===== src/rtl/fifo_wr_arbiter.sv =====
// fifo_wr_arbiter: round-robin, packet-aware arbiter sharing one fifo write port with credit tracking.
// Optional credit checking via FIFO_WR_ARBITER_CREDIT_CHK_EN.  Rev 1.0
`default_nettype none

module fifo_wr_arbiter #(
    parameter int N_SRC  = 4,
    parameter int DWIDTH = 8,
    parameter int AWIDTH = 4
) (
    input  logic                      clk_i,
    input  logic                      arst_i,
    input  logic [N_SRC-1:0]          req_i,
    input  logic [N_SRC*DWIDTH-1:0]   data_i,
    input  logic [N_SRC-1:0]          last_i,
    output logic [N_SRC-1:0]          ack_o,
    output logic                      fifo_wrreq_o,
    output logic [DWIDTH-1:0]         fifo_data_o,
    input  logic                      fifo_rdreq_i,
    output logic [AWIDTH:0]           occupancy_o,
    output logic [N_SRC-1:0]          grant_o,
    output logic                      err_o
);

    localparam int              IW         = $clog2(N_SRC);
    localparam logic [AWIDTH:0] c_DEPTH    = {1'b1, {AWIDTH{1'b0}}};
    localparam logic [IW-1:0]   c_LAST_SRC = IW'(N_SRC - 1);

    typedef enum logic [0:0] {
        ST_IDLE   = 1'b0,
        ST_LOCKED = 1'b1
    } state_t;

    state_t             r_state, w_state_nxt;
    logic [IW-1:0]      r_rr, w_rr_nxt;
    logic [IW-1:0]      r_lock, w_lock_nxt;
    logic [N_SRC-1:0]   r_grant, w_grant_nxt;
    logic [AWIDTH:0]    r_occ;
    logic               r_wrreq;
    logic [DWIDTH-1:0]  r_data;

    logic               w_space;
    logic               w_found;
    logic [IW-1:0]      w_idx;
    logic [IW-1:0]      w_idx_inc;
    logic               w_accept;
    logic               w_acc_last;
    logic [DWIDTH-1:0]  w_acc_data;

    assign w_space = (r_occ < c_DEPTH);

    // Candidate source: the locked one, or first requester from the rr pointer upward.
    always_comb begin : p_scan
        int            j;
        logic [IW-1:0] w_cand;
        j       = 0;
        w_cand  = '0;
        w_found = 1'b0;
        w_idx   = '0;
        if (r_state == ST_LOCKED) begin
            w_found = req_i[r_lock];
            w_idx   = r_lock;
        end else begin
            for (int i = 0; i < N_SRC; i++) begin
                j = int'(r_rr) + i;
                if (j >= N_SRC) begin
                    j = j - N_SRC;
                end
                w_cand = IW'(j);
                if (!w_found && req_i[w_cand]) begin
                    w_found = 1'b1;
                    w_idx   = w_cand;
                end
            end
        end
    end

    always_comb begin
        w_acc_data = '0;
        for (int k = 0; k < N_SRC; k++) begin
            if (IW'(k) == w_idx) begin
                w_acc_data = data_i[k*DWIDTH +: DWIDTH];
            end
        end
    end

    assign w_acc_last = last_i[w_idx];
    assign w_accept   = w_found && w_space && !arst_i;
    assign w_idx_inc  = (w_idx == c_LAST_SRC) ? '0 : w_idx + 1'b1;

    always_comb begin
        ack_o = '0;
        if (w_accept) begin
            ack_o[w_idx] = 1'b1;
        end
    end

    always_comb begin
        w_state_nxt = r_state;
        w_rr_nxt    = r_rr;
        w_lock_nxt  = r_lock;
        w_grant_nxt = r_grant;
        if (w_accept && w_acc_last) begin
            w_state_nxt = ST_IDLE;
            w_rr_nxt    = w_idx_inc;
            w_grant_nxt = '0;
        end else if (w_accept && (r_state == ST_IDLE)) begin
            w_state_nxt        = ST_LOCKED;
            w_lock_nxt         = w_idx;
            w_grant_nxt        = '0;
            w_grant_nxt[w_idx] = 1'b1;
        end
    end

    always_ff @(posedge clk_i or posedge arst_i) begin
        if (arst_i) begin
            r_state <= ST_IDLE;
            r_rr    <= '0;
            r_lock  <= '0;
            r_grant <= '0;
            r_occ   <= '0;
            r_wrreq <= 1'b0;
            r_data  <= '0;
        end else begin
            r_state <= w_state_nxt;
            r_rr    <= w_rr_nxt;
            r_lock  <= w_lock_nxt;
            r_grant <= w_grant_nxt;
            r_wrreq <= w_accept;
            if (w_accept) begin
                r_data <= w_acc_data;
            end
            // Credit taken at ack time; a simultaneous read cancels it out.
            case ({w_accept, fifo_rdreq_i})
                2'b10:   if (r_occ != c_DEPTH) r_occ <= r_occ + 1'b1;
                2'b01:   if (r_occ != '0)      r_occ <= r_occ - 1'b1;
                default: r_occ <= r_occ;
            endcase
        end
    end

`ifdef FIFO_WR_ARBITER_CREDIT_CHK_EN
    logic r_err;

    always_ff @(posedge clk_i or posedge arst_i) begin
        if (arst_i) begin
            r_err <= 1'b0;
        end else if ((fifo_rdreq_i && (r_occ == '0)) || (w_accept && (r_occ == c_DEPTH))) begin
            r_err <= 1'b1;
        end
    end

    assign err_o = r_err;
`else
    assign err_o = 1'b0;
`endif

    assign fifo_wrreq_o = r_wrreq;
    assign fifo_data_o  = r_data;
    assign occupancy_o  = r_occ;
    assign grant_o      = r_grant;

endmodule

`default_nettype wire


===== config.mk =====
export PLATFORM = sky130hd
export DESIGN_NAME = fifo_wr_arbiter
export DESIGN_NICKNAME = d
export VERILOG_FILES = /design/src/rtl/fifo_wr_arbiter.sv
export SDC_FILE = /design/constraint.sdc
export NUM_CORES = 1
export LEC_CHECK = 0
export ABC_AREA = 1
export ABC_CLOCK_PERIOD_IN_PS = 2600
export CORE_AREA = 10 10 86 88
export DETAILED_ROUTE_END_ITERATION = 10
export DIE_AREA = 0 0 96 98
export PLACE_DENSITY_LB_ADDON = 0.05
export SETUP_SLACK_MARGIN = 0.2
export SYNTH_ARGS = -nofsm -noshare
export SYNTH_HDL_FRONTEND = slang
export SYNTH_SLANG_ARGS = --single-unit

===== constraint.sdc =====
create_clock -name clk_i -period 2.6 [get_ports clk_i]
set_input_delay 0.52 -clock clk_i [delete_from_list [all_inputs] [get_ports clk_i]]
set_output_delay 0.52 -clock clk_i [all_outputs]
set_load 0.005 [all_outputs]

==> results of run 1 <==
==> flip-flops by register name (all words and copies together), names as in the netlist <==
| register | cells |
|---|---|
| fifo_data_o | 8 |
| occupancy_o | 5 |
| grant_o | 4 |
| r_lock | 2 |
| r_rr | 2 |
| fifo_wrreq_o | 1 |
| r_state | 1 |
==> worst min-delay path by stage <==
stage                                             to  slack (ns)  depth (start not counted)
final                     occupancy_o[4]$_DFFE_PP0P_        0.46                          2
after CTS                 occupancy_o[1]$_DFFE_PP0P_        0.46                          2
after global routing      occupancy_o[1]$_DFFE_PP0P_        0.47                          2
after global placement    fifo_data_o[4]$_DFFE_PP0P_        0.47                          2
after detailed placement  fifo_data_o[5]$_DFFE_PP0P_        0.48                          2
after floorplan           fifo_data_o[0]$_DFFE_PP0P_        0.48                          2
==> per-stage QoR <==
stage          setup WS, ns  setup TNS, ns  util [%]
2_1_floorplan        0.1872              0         -
3_3_place_gp        -0.6023         -6.977     48.95
3_5_place_dp        -0.6192         -7.403     48.95
4_1_cts           -0.005420      -0.009540     53.01
5_1_grt             -0.1736        -0.8059     56.55
6_report           -0.01924       -0.04041     56.55
==> cells in the final DEF (no fill, tap or decap), types with 2 or more instances in the layout <==
master and n:
nand2_1 63, clkdlybuf4s50_1 56, buf_4 35, nand2_2 23, o21ai_1 22, dfrtp_1 22
nand3_1 21, inv_1 16, nand2_4 15, nand3_2 14, inv_2 8, nor2_1 6
inv_4 6, a21oi_2 6, a21oi_1 5, nand3_4 5, o21ai_2 5, ha_4 5
dlygate4sd2_1 4, buf_2 4, o21ai_0 3, nor2_4 3, clkbuf_8 3, nand4_1 2
nor2_2 2, ha_1 2, buf_6 2, buf_12 2
==> final cells by class <==
type,count,area share [%]
Multi-Input combinational cell,210,44.09
Timing Repair Buffer,104,29.42
Sequential cell,23,17.75
Inverter,31,4.197
Tap cell,75,2.888
Clock buffer,3,1.271
Timing Repair inverter,1,0.2310
Clock inverter,1,0.1540
==> worst register-to-register path, stage by stage (launching register included) <==
cell	delay, ns
dfrtp_2	0.47
buf_8	0.17
nand2_4	0.09
nand3_4	0.08
nand2_4	0.09
inv_2	0.05
nand3_2	0.08
nor2_4	0.04
buf_4	0.12
inv_2	0.06
nand2_4	0.08
nand2_4	0.10
inv_4	0.05
fa_2	0.34
nand2_2	0.08
nand2_1	0.06
a21oi_2	0.14
nand3b_1	0.14
nand3_1	0.09
nand2_1	0.06
nand2_1	0.04
==> layer usage <==
metal | vias to the layer above | routed length [um]
met2 | 60 | 3028
li1 | 1083 | -
met4 | 0 | 62
met3 | 4 | 418
met5 | - | 0
met1 | 971 | 2782
==> report_power, final <==
group          internal, mW  switching [mW]
sequential            0.525           0.162
combinational          1.71            1.96
clock                 0.107           0.127
==> cell families (layout without fill, tap and decap cells) <==
kind of cell | count (synthesis) | count (layout) | synth area share, %
flops | 23 | 23 | 29.97
other cells | 1 | 1 | 0.1953
buf+inv | 40 | 140 | 10.42
simple gates | 155 | 156 | 41.24
fa+ha+maj | 8 | 8 | 5.602
xor+xnor | 2 | 2 | 0.9122
compound gates | 43 | 43 | 11.66
==> what timing repair did <==
| item | in CTS | in global routing |
|---|---|---|
| cloned | 1 | 1 |
| hold buffers | 0 | 0 |
| resized for setup | 74 | 53 |
| setup endpoints to repair | 26 | 26 |
| setup buffers | 9 | 1 |
| pin swaps | 29 | 23 |
==> results.md, run 1 <==
* DPL Wire Length at 4713 um
* Clk root buf: clkbuf_8
* DP Cell Count at 432
* Max_cap viols at 0
* Die extent in y at 98 um
* Post-synth EDFFs at 0
* VDD IR-drop max at 847.6 uV
* H-tree depth at 1
* Crit path buf inv count at 7
* Ys async rst share at 100.0%
* Busiest grt layer: met2
* FP Rows at 28
* CP endpoint kind: primary output
* Avg WL per Cell at 14.04 um
* Slowest-stage cell, CP: dfrtp_2
* Starting Density at 33.43%
* Status: finished with violations
* Num CTS Buffers at 3
* Min Hold Slack at 0.4624 ns
* Critical path arrival at 2.10 ns
* Post-synth top cells: nand2_1 (81), nand3_1 (29), o21ai_0 (27)
* Reg-to-reg slack, setup at 0.04 ns
* DP Area at 2813 um^2
* First-pass GRT wire length at 10290 um
* Met1 Use GR at 17.33%
* Fin crit period at 2.619 ns
* FF-to-FF Start: r_rr[0]$_DFFE_PP0N_
* Clock-pin slew on the worst setup and hold paths at 0.09 ns
* Yosys warning total at 0
* Grt met2 use at 20.56%
* GPL Wtd Cong at 0.8057
* CTS tree: built
* Most used cell, CP: buf_4
* IO buf count at 64
* CP endpoint: ack_o[0]
* Fin cells at 448
* Synth area leader: dfrtp_1
* Vias in the first global route at 2152
* Initial antenna violation count at 0
* Met3 Usage GRT at 3.139%
* Worst path max stage delay at 0.46 ns
* Area grow syn2layout at 69.19%
* Yosys top cell area share at 29.97%
* Leak at 1.549 nW
* Kind of start point of the critical path: flip-flop
* Critical path peak fanout at 4
* Layout Nets at 425
* CP Cell Sequence: clkinvlp_4 > buf_4 > buf_4 > buf_4 > nand3_1 > nand3_2 > nand2_4 > buf_4 > ha_4 > inv_2 > nor2_1 > buf_2
* Total grt overflow at 0
* Failing checks: setup timing
* Seq. cell area at 576.8 um^2
* Via-to-Cell Ratio at 4.728
* Syn Inst Count at 272
* Max Transition Viols Final at 0
* Endpoints failing hold at 0
* CP Depth at 12
* GRT Total Usage at 13.06%
* Area of the multi-input gates at 1433 um^2
* Cell area after layout at 3249 um^2
* Routed Antenna Nets at 0
* #FFs+latches synth at 23
* Pre-Repair DR Iteration Count at 4
* R2r endpoint: occupancy_o[4]$_DFFE_PP0P_
* Clock skew at 0.001369 ns
* Max Clock Freq at 381.8 MHz
* Netlist cell types at 32
* Clock sink count at 23
* Critical setup path kind: flip-flop to primary output
* Required time of the critical path at 2.08 ns
* Initial drt markers at 98
* PnR worst setup slack at -0.01924 ns
* Routed vias at 2118
* Reg2Reg Depth at 20
* Drt drc at 0
* Die width at 96 um
* Mapped Avg Cell Area at 7.061 um^2
* Total Die Area at 9408 um^2
* Worst Setup SP: r_rr[0]$_DFFE_PP0N_
* Pin count of the biggest net entering global routing at 21
* Unrepaired setup endpoints after global routing: true
* N_diodes at 0
* Top Family by Delay on Critical Path: buffers and inverters
* Top post-synthesis cells by area: dfrtp_1 (30%), nand2_1 (16%), nand3_1 (7.6%)
* Most common cell in the netlist: nand2_1
* FILL cells at 577
* Clock Latency Late Sink at 0.27 ns
* Hold Crit Class: primary input to async pin
* I/O pins at 66
* Sequential share of the synthesized area at 29.97%
* Final setup fails at 3
* Final Cycle Share at 100.7%
* Final wirelength at 6292 um
* Power per cell area at 1413 nW/um^2
* Core Area at 5746 um^2
* Clock Path Buffers at 2
* Share of cells above drive strength 1 at 38.87%
* Mapped Area at 1921 um^2
* Main synth FF type: dfrtp_1
* Post-layout power at 4.590 mW
* Mapped Nets at 323
Note: power is estimated with default switching activity, not from simulation.
==> inputs of run 2 (changes only) <==
- DONT_BUFFER_PORTS: unset -> 1
==> results.md, run 2 (synthesis results as in run 1) <==
* VDD IR-drop max at 937.0 uV
* Setup TNS at 0 ns
* Most used cell, CP: nand2_2
* CP Cell Sequence: inv_4 > buf_6 > nand2_2 > nand2_2 > nand2_2 > nand2_2 > nor2_4 > nand3_2 > nand2_1 > inv_1 > nand2_2 > nand2_4 > buf_6 > ha_4 > inv_4 > nor2_4
* FILL cells at 609
* Clock sink count at 23
* Unrepaired setup endpoints after global routing: true
* Layout Nets at 346
* Die extent in y at 98 um
* I/O pins at 66
* Power per cell area at 1605 nW/um^2
* Clk root buf: clkbuf_8
* Endpoints failing hold at 0
* Num CTS Buffers at 3
* Hold Crit Class: primary input to flip-flop
* DPL Wire Length at 4331 um
* Met3 Usage GRT at 4.518%
* Share of cells above drive strength 1 at 38.10%
* Final Cycle Share at 97.78%
* Critical path arrival at 2.02 ns
* N_diodes at 0
* Routed Antenna Nets at 0
* Met1 Use GR at 15.17%
* Post-layout power at 3.907 mW
* Routed vias at 1781
* Critical path peak fanout at 6
* FP Rows at 28
* Drt drc at 0
* Status: finished clean
* Initial antenna violation count at 0
* Area grow syn2layout at 26.78%
* Max_cap viols at 0
* Initial drt markers at 64
* IO buf count at 0
* Commonest cells after routing, fill and taps aside: nand2_1 (69), nand3_1 (28), nand2_2 (25)
* First-pass GRT wire length at 9418 um
* Critical setup path kind: flip-flop to primary output
* Leak at 1.182 nW
* Pre-Repair DR Iteration Count at 4
* Grt met2 use at 18.69%
* Clock skew at 0.004580 ns
* H-tree depth at 1
* Slowest-stage cell, CP: dfrtp_2
* Post-layout util at 42.38%
* CTS tree: built
* Kind of start point of the critical path: flip-flop
* Min Hold Slack at 0.4315 ns
* Vias in the first global route at 1843
* Clock Path Buffers at 2
* GRT Total Usage at 12.16%
* Max reg flops at 8
* Fin crit period at 2.542 ns
* Pin count of the biggest net entering global routing at 24
* Via-to-Cell Ratio at 4.827
* Core Area at 5746 um^2
* Fin cells at 369
* Avg WL per Cell at 15.40 um
* Worst path max stage delay at 0.42 ns
* Busiest grt layer: met2
* Final setup fails at 0
* Clock Latency Late Sink at 0.27 ns
* Commonest non-fill, non-tap cell in the layout: nand2_1
* Total Die Area at 9408 um^2
* GPL Wtd Cong at 0.7832
* Required time of the critical path at 2.08 ns
* Total grt overflow at 0
* Die width at 96 um
* Final wirelength at 5684 um
* DP Cell Count at 345
* Max Clock Freq at 393.3 MHz
* Clock-pin slew on the worst setup and hold paths at 0.09 ns
* Max Transition Viols Final at 0
* Starting Density at 33.43%
* CP endpoint kind: primary output
## run 2: cell types whose count changed in the layout (fill, tap and decap cells not counted), sizes merged
| cell | change |
|---|---|
| buf | -18 |
| clkbuf | +1 |
| clkdlybuf4s50 | -56 |
| clkinv | -1 |
| clkinvlp | -1 |
| dlygate4sd2 | -4 |
| dlygate4sd3 | +1 |
| nand3 | -1 |
## run 2: power by group
part / internal, mW / switching [mW] / total, mW
Clock: 0.110 / 0.123 / 0.233
Combinational: 1.24 / 1.70 / 2.95
Sequential: 0.527 / 0.201 / 0.728
## run 2: area by class of cell
class	count	area (um^2)	area share (%)
timing repair buffer	27	235.2	9.661
multi-input combinational	209	1339	54.98
sequential	23	578.1	23.74
tap	75	93.84	3.854
clock buffer	4	45.04	1.850
inverter	31	143.9	5.910
## run 2: critical path, delay by kind of cell, from the launching register on
| kind | cells | cell delay (ns) |
|---|---|---|
| flops | 1 | 0.42 |
| buf+inv | 5 | 0.43 |
| fa+ha+maj | 1 | 0.16 |
| simple gates | 10 | 0.73 |
## run 2: what timing repair did
item | CTS | global route
setup endpoints to repair | 13 | 18
hold buffers | 1 | 0
buffers inserted | 12 | 6
gates cloned | 0 | 1
resized for setup | 62 | 31
pin swaps | 28 | 28
hold endpoints to repair | 1 | 0
## run 2: stage by stage
stage                     instance area, um^2  setup WS [ns]
after CTS                                2312        0.08909
after global placement                   1987        0.02548
after global routing                     2435       -0.07379
final                                    2435        0.05761
after detailed placement                 1987        0.05835
after floorplan                          1923         0.1872
## run 2: per-layer routing
layer / share of wire [%] / vias up
li1: - / 923
met1: 44 / 803
met2: 46 / 51
met3: 8.9 / 4
met4: 1.1 / 0
met5: 0 / -
## run 2: worst paths after layout
path | startpoint | endpoint | slack (ns) | cells past startpoint
worst max-delay path | r_rr[0]$_DFFE_PP0N_ | ack_o[3] | 0.06 | 16
worst min-delay path | data_i[27] | fifo_data_o[3]$_DFFE_PP0P_ | 0.43 | 2
worst max register to register | r_rr[0]$_DFFE_PP0N_ | fifo_data_o[0]$_DFFE_PP0P_ | 0.12 | 22
worst min register to register | fifo_data_o[2]$_DFFE_PP0P_ | fifo_data_o[2]$_DFFE_PP0P_ | 0.53 | 2
max in group asynchronous | arst_i | r_rr[0]$_DFFE_PP0N_ | 1.58 | 3
min in group asynchronous | arst_i | fifo_wrreq_o$_DFF_PP0_ | 0.53 | 2
==> variant 1, RTL diff (flow settings as in run 1) <==
Add a define of `FIFO_WR_ARBITER_CREDIT_CHK_EN`.
--- a/src/rtl/fifo_wr_arbiter.sv
+++ b/src/rtl/fifo_wr_arbiter.sv
@@ -1,6 +1,8 @@
 // fifo_wr_arbiter: round-robin, packet-aware arbiter sharing one fifo write port with credit tracking.
 // Optional credit checking via FIFO_WR_ARBITER_CREDIT_CHK_EN.  Rev 1.0
 `default_nettype none
+
+`define FIFO_WR_ARBITER_CREDIT_CHK_EN
 
 module fifo_wr_arbiter #(
     parameter int N_SRC  = 4,
Formal check against the unedited RTL: not equivalent (Yosys sat finds a counterexample within 4 cycles, from zero or initial values and one cycle with arst_i high).
==> variant 1 against run 1 <==
- final cell count down 0.45%
- routed wire length fell by 7.3%
- sequential cell count increased by 1
- design area shrank 2.8%
- setup slack better by 0.044 ns
- total power decreased by 5.8%
- synthesized area decreased by 2.6%
- hold slack better by 0.033 ns
- die area did not move
==> variant 1: results (changes against run 1) <==
| Metric | Value |
|---|---|
| Status | completed |
| Root Driver | clkbuf_8 |
| Number of flip-flops in the largest register | 8 (unchanged) |
| Leakage power | 1.52 nW (-1.6%) |
| Sequential share of the synthesized area | 32.1% (+2.1 points) |
| PortBufs | 65 (+1.6%) |
| Syn Inst Count | 270 (-0.74%) |
| Placement Cell Area | 2840 um^2 (+0.93%) |
| Met1 Use GR | 15.0% (-2.3 points) |
| Synth area leaders | dfrtp_1, nand2_1, nand3_1 |
| Area occupied by multi-input gates | 1290 um^2 (-9.9%) |
| VDD IR max | 0.538 mV (-37%) |
| Main synth FF type | dfrtp_1 |
| Initial antenna violation count | 0 (unchanged) |
| Final setup skew | 0.00245 ns (+0.00109 ns) |
| Netlist cell types | 32 (unchanged) |
| DR iter-0 viols | 50 (-49%) |
| CTS Buf Count | 3 (unchanged) |
| Placer Congestion | 0.865 (+7.4%) |
| Largest net degree at the start of global routing | 25 (+19%) |
| Worst path max stage delay | roughly 0.45 ns |
| Gr usage total | 12.4% (-0.70 points) |
| First-pass GRT wire length | 9630 um (-6.4%) |
| DRT Pass-1 Iters | 5 (+1) |
| Global routing usage on met2 | 20.7% (+0.10 points) |
| Ys Warns | 0 (unchanged) |
| Critical path required time | 2.08 ns (about the same) |
| ANT cells | 0 (unchanged) |
| Mapped Nets | 323 (unchanged) |
| DP Cell Count | 432 (unchanged) |
| Crit-path leading delay family | simple AND/OR/NAND/NOR gates |
| H-tree levels | 1 (unchanged) |
| Crit Path Max Fanout | 6 (+2) |
| Via count | 2034 (-4.0%) |
| DR WL/cell | 13.1 um (-6.9%) |
| Sum of net half-perimeters after detailed placement | 4610 um (-2.2%) |
| Final wirelength | 5830 um (-7.3%) |
| Crit path max-delay cell type | dfrtp_2 |
| Clock-pin slew on the worst setup and hold paths | 0.09 ns (about the same) |
| Chip Width | 96 um (unchanged) |
| Layout cells sized above 1 | 32.6% (-6.3 points) |
| Post-synth ARST share | 100% (unchanged) |
| Clock latency on the worst-skew pair | 0.26 ns |
| Hold Crit Class | reg -> reg |
| FILL cells | 585 (+1.4%) |
| Routing usage on met3 | 3.68% (+0.54 points) |
| Slew headroom | 56.9% |
| Commonest cells in the netlist | nand2_1, nand3_1, dfrtp_1 |
[variant 1: changes by cell type after synthesis, sizes merged, moves of 2 or more]
cell          run 1  this run
nor2             11         9
nand3            39        36
nand2           101        99
nand4             2         0
ha                7         9
[variant 1: metal layers]
layer	vias to the layer above	part of all wire [%]
met5	-	0
met4	0	0.82
met3	4	6.0
met2	36	50
met1	925	43
li1	1069	-
[variant 1: area by class of cell]
| type | count | share of cell area [%] |
|---|---|---|
| multi-input cells | 207 | 40.9 |
| repair buffers | 106 | 30.4 |
| flip-flops and latches | 24 | 19.1 |
| inverters | 30 | 4.36 |
| well taps | 75 | 2.97 |
| clock buffers | 3 | 1.31 |
| clock inverters | 1 | 0.951 |
[variant 1: report_power, final]
| group | leakage, nW | total [mW] | switching, mW | internal, mW |
|---|---|---|---|---|
| Combinational | 1.19 | 3.28 | 1.68 | 1.60 |
| Sequential | 0.298 | 0.715 | 0.163 | 0.552 |
| Clock | 0.0357 | 0.329 | 0.123 | 0.206 |
[variant 1: worst paths after layout]
| kind | start | to | slack [ns] | depth (start not counted) |
|---|---|---|---|---|
| max | r_rr[0]$_DFFE_PP0P_ | ack_o[0] | 0.03 | 16 |
| min | err_o$_DFFE_PP0P_ | err_o$_DFFE_PP0P_ | 0.50 | 1 |
| max reg2reg | r_rr[0]$_DFFE_PP0P_ | occupancy_o[4]$_DFFE_PP0P_ | 0.05 | 19 |
| min reg2reg | err_o$_DFFE_PP0P_ | err_o$_DFFE_PP0P_ | 0.50 | 1 |
| max in group asynchronous | arst_i | r_rr[1]$_DFFE_PP0P_ | 1.67 | 3 |
| min in group asynchronous | arst_i | occupancy_o[3]$_DFFE_PP0P_ | 0.66 | 3 |
[variant 1: logic make-up after synthesis]
logic type,after synthesis,synth area share (%)
compound gates,46,13.0
buf+inv,39,10.1
xor+xnor,4,1.87
simple gates,147,35.8
flops,24,32.1
fa+ha+maj,10,7.09
[variant 1: worst reg2reg max path: cells and delay by family, from the launching register on]
kind / cells / cell delay (ns)
DFF: 1 / 0.45
buffers and inverters: 5 / 0.41
xor gates and xnor gates: 1 / 0.14
AOI/OAI and AO/OA: 3 / 0.32
adders and majority gates: 2 / 0.52
and+or+nand+nor: 8 / 0.63
[variant 1: repair_timing]
action | 4_1_cts | 5_1_grt
setup buffers | 7 | 3
cloned | 0 | 0
setup endpoints to repair | 17 | 18
resized for setup | 47 | 47
pin swaps | 17 | 33
[variant 1: metrics by stage]
step	TNS, ns	setup WS, ns
final	0	0.0251
after global routing	-0.660	-0.157
after CTS	-0.0906	-0.0369
after detailed placement	-6.26	-0.636
after global placement	-6.20	-0.636
after floorplan	0	0.0712
==> variant 2, RTL diff (config.mk and constraints of run 1) <==
Made on the original files. The parameter `DWIDTH` goes from 8 to 7.
--- a/src/rtl/fifo_wr_arbiter.sv
+++ b/src/rtl/fifo_wr_arbiter.sv
@@ -4,7 +4,7 @@
 
 module fifo_wr_arbiter #(
     parameter int N_SRC  = 4,
-    parameter int DWIDTH = 8,
+    parameter int DWIDTH = 7,
     parameter int AWIDTH = 4
 ) (
     input  logic                      clk_i,
Ports: changed (resized data_i and fifo_data_o); port bits go from 66 to 61. The function was not compared with the original's and may differ.
==> variant 2 against run 1 <==
- the run still ends with negative setup slack left
- setup slack improved by 0.0081 ns
- design area fell by 3.4%
- first-iteration DRC count decreased by 22%
- routed wire length shrank 7.8%
- via count shrank 7.1%
- sequential cell count shrank 1
- largest power group unchanged
- total power decreased by 6.1%
- synthesized area is 5.8% lower
==> variant 2: results (changes against run 1) <==
| Metric | Value |
|---|---|
| Post-CTS Setup Inserts | 5 (-4) |
| Hold Crit Class | reg -> reg |
| Total Nets Final | 410 (-3.5%) |
| Reg power frac | 15.4% (+0.4 points) |
| Synth Area in XOR/XNOR | 1.45% (+0.54 points) |
| TNS Setup | -0.0227 ns (+0.0177 ns) |
| Clock Power Share | 5.8% (+0.7 points) |
| Ys Warns | 0 (unchanged) |
| Final setup skew | 0.00767 ns (+0.00630 ns) |
| Sequential share of the synthesized area | 30.4% (+0.46 points) |
| Placement Cell Area | 2670 um^2 (-5.0%) |
| VDD IR max | 0.632 mV (-25%) |
| Leakage power | 1.50 nW (-3.0%) |
| Setup slack after layout | -0.0111 ns (+0.00814 ns) |
| Place WS | -0.699 ns (-0.0797 ns) |
| DR iter-0 viols | 76 (-22%) |
| CTS Buf Count | 3 (unchanged) |
| Vias in the first global route | 1955 (-9.2%) |
| Int Power | 2.28 mW (-2.7%) |
| Synth Area in Adders | 5.95% (+0.34 points) |
| Layout cells sized above 1 | 39.0% (+0.076 points) |
| Commonest cells in the netlist | nand2_1, nand3_1, inv_1 |
| CP Launch Point | r_rr[0]$_DFFE_PP0P_ |
| Mapped Nets | 311 (-3.7%) |
| R2R setup slack | 0.08 ns (+0.04 ns) |
| Via density | 4.50 (-4.7%) |
| Status | finished with violations |
| Placer Congestion | 0.844 (+4.8%) |
| PortBufs | 59 (-7.8%) |
| Reg2Reg Depth | 21 (+5.0%) |
| Failing checks | negative setup slack |
| Sum of net half-perimeters after detailed placement | 4500 um (-4.4%) |
| Largest net degree at the start of global routing | 17 (-19%) |
| Gr usage total | 11.7% (-1.3 points) |
| DR WL/cell | 13.3 um (-5.5%) |
| Synth area leaders | dfrtp_1, nand2_1, nand3_1 |
| Post-CTS resize count | 55 (-26%) |
| First-pass GRT wire length | 9140 um (-11%) |
| Netlist cell types | 30 (-6.3%) |
| Number of flip-flops in the largest register | 7 (-1) |
| Final setup viols | 3 (unchanged) |
-- variant 2: cell count changes after synthesis, sizes merged --
cell,run 1,this run
dfrtp,23,22
a21oi,11,10
inv,30,31
nand3,39,37
o21ai,30,27
xor2,1,3
or2,1,0
nand2,101,99
xnor2,1,0
-- variant 2: how the worst min path moves through the flow --
stage,to,slack [ns],cells after the start
after detailed placement,fifo_data_o[0]$_DFFE_PP0P_,0.48,2
after global routing,fifo_data_o[2]$_DFFE_PP0P_,0.53,2
after CTS,fifo_data_o[5]$_DFFE_PP0P_,0.50,2
final,fifo_data_o[5]$_DFFE_PP0P_,0.50,2
after global placement,fifo_data_o[3]$_DFFE_PP0P_,0.47,2
after floorplan,fifo_data_o[0]$_DFFE_PP0P_,0.48,2
-- variant 2: stage by stage --
step	std cells	hold slack, ns
2_1_floorplan	264	0.476
3_3_place_gp	420	0.470
3_5_place_dp	420	0.476
4_1_cts	429	0.498
5_1_grt	437	0.531
6_report	437	0.497
-- variant 2: critical path, cell delays in order (launching register included) --
cell and delay [ns]:
dfrtp_2 0.47, buf_12 0.15, nand2_2 0.07, nand2_2 0.08, nand2_2 0.09, nand2_2 0.07
nor2_4 0.10, nand3_2 0.06, nand2_1 0.05, inv_1 0.04, nand2_2 0.07, nand2_4 0.09
inv_4 0.09, ha_4 0.13, inv_2 0.03, nor2_2 0.10, buf_2 0.13
-- variant 2: final cells by class --
type | instances | area (um^2)
multi-input cells | 201 | 1320
repair buffers | 103 | 971
flip-flops and latches | 22 | 553
clock buffers | 4 | 55.1
fillers | 591 | 2610
inverters | 32 | 145
well taps | 75 | 93.8
-- variant 2: per-layer routing --
metal	track usage, %	up-vias	share of wire (%)
met5	0	-	0
met1	14.4	879	44
met4	2.04	0	0.45
li1	-	1039	-
met3	4.82	4	7.6
met2	18.9	46	48
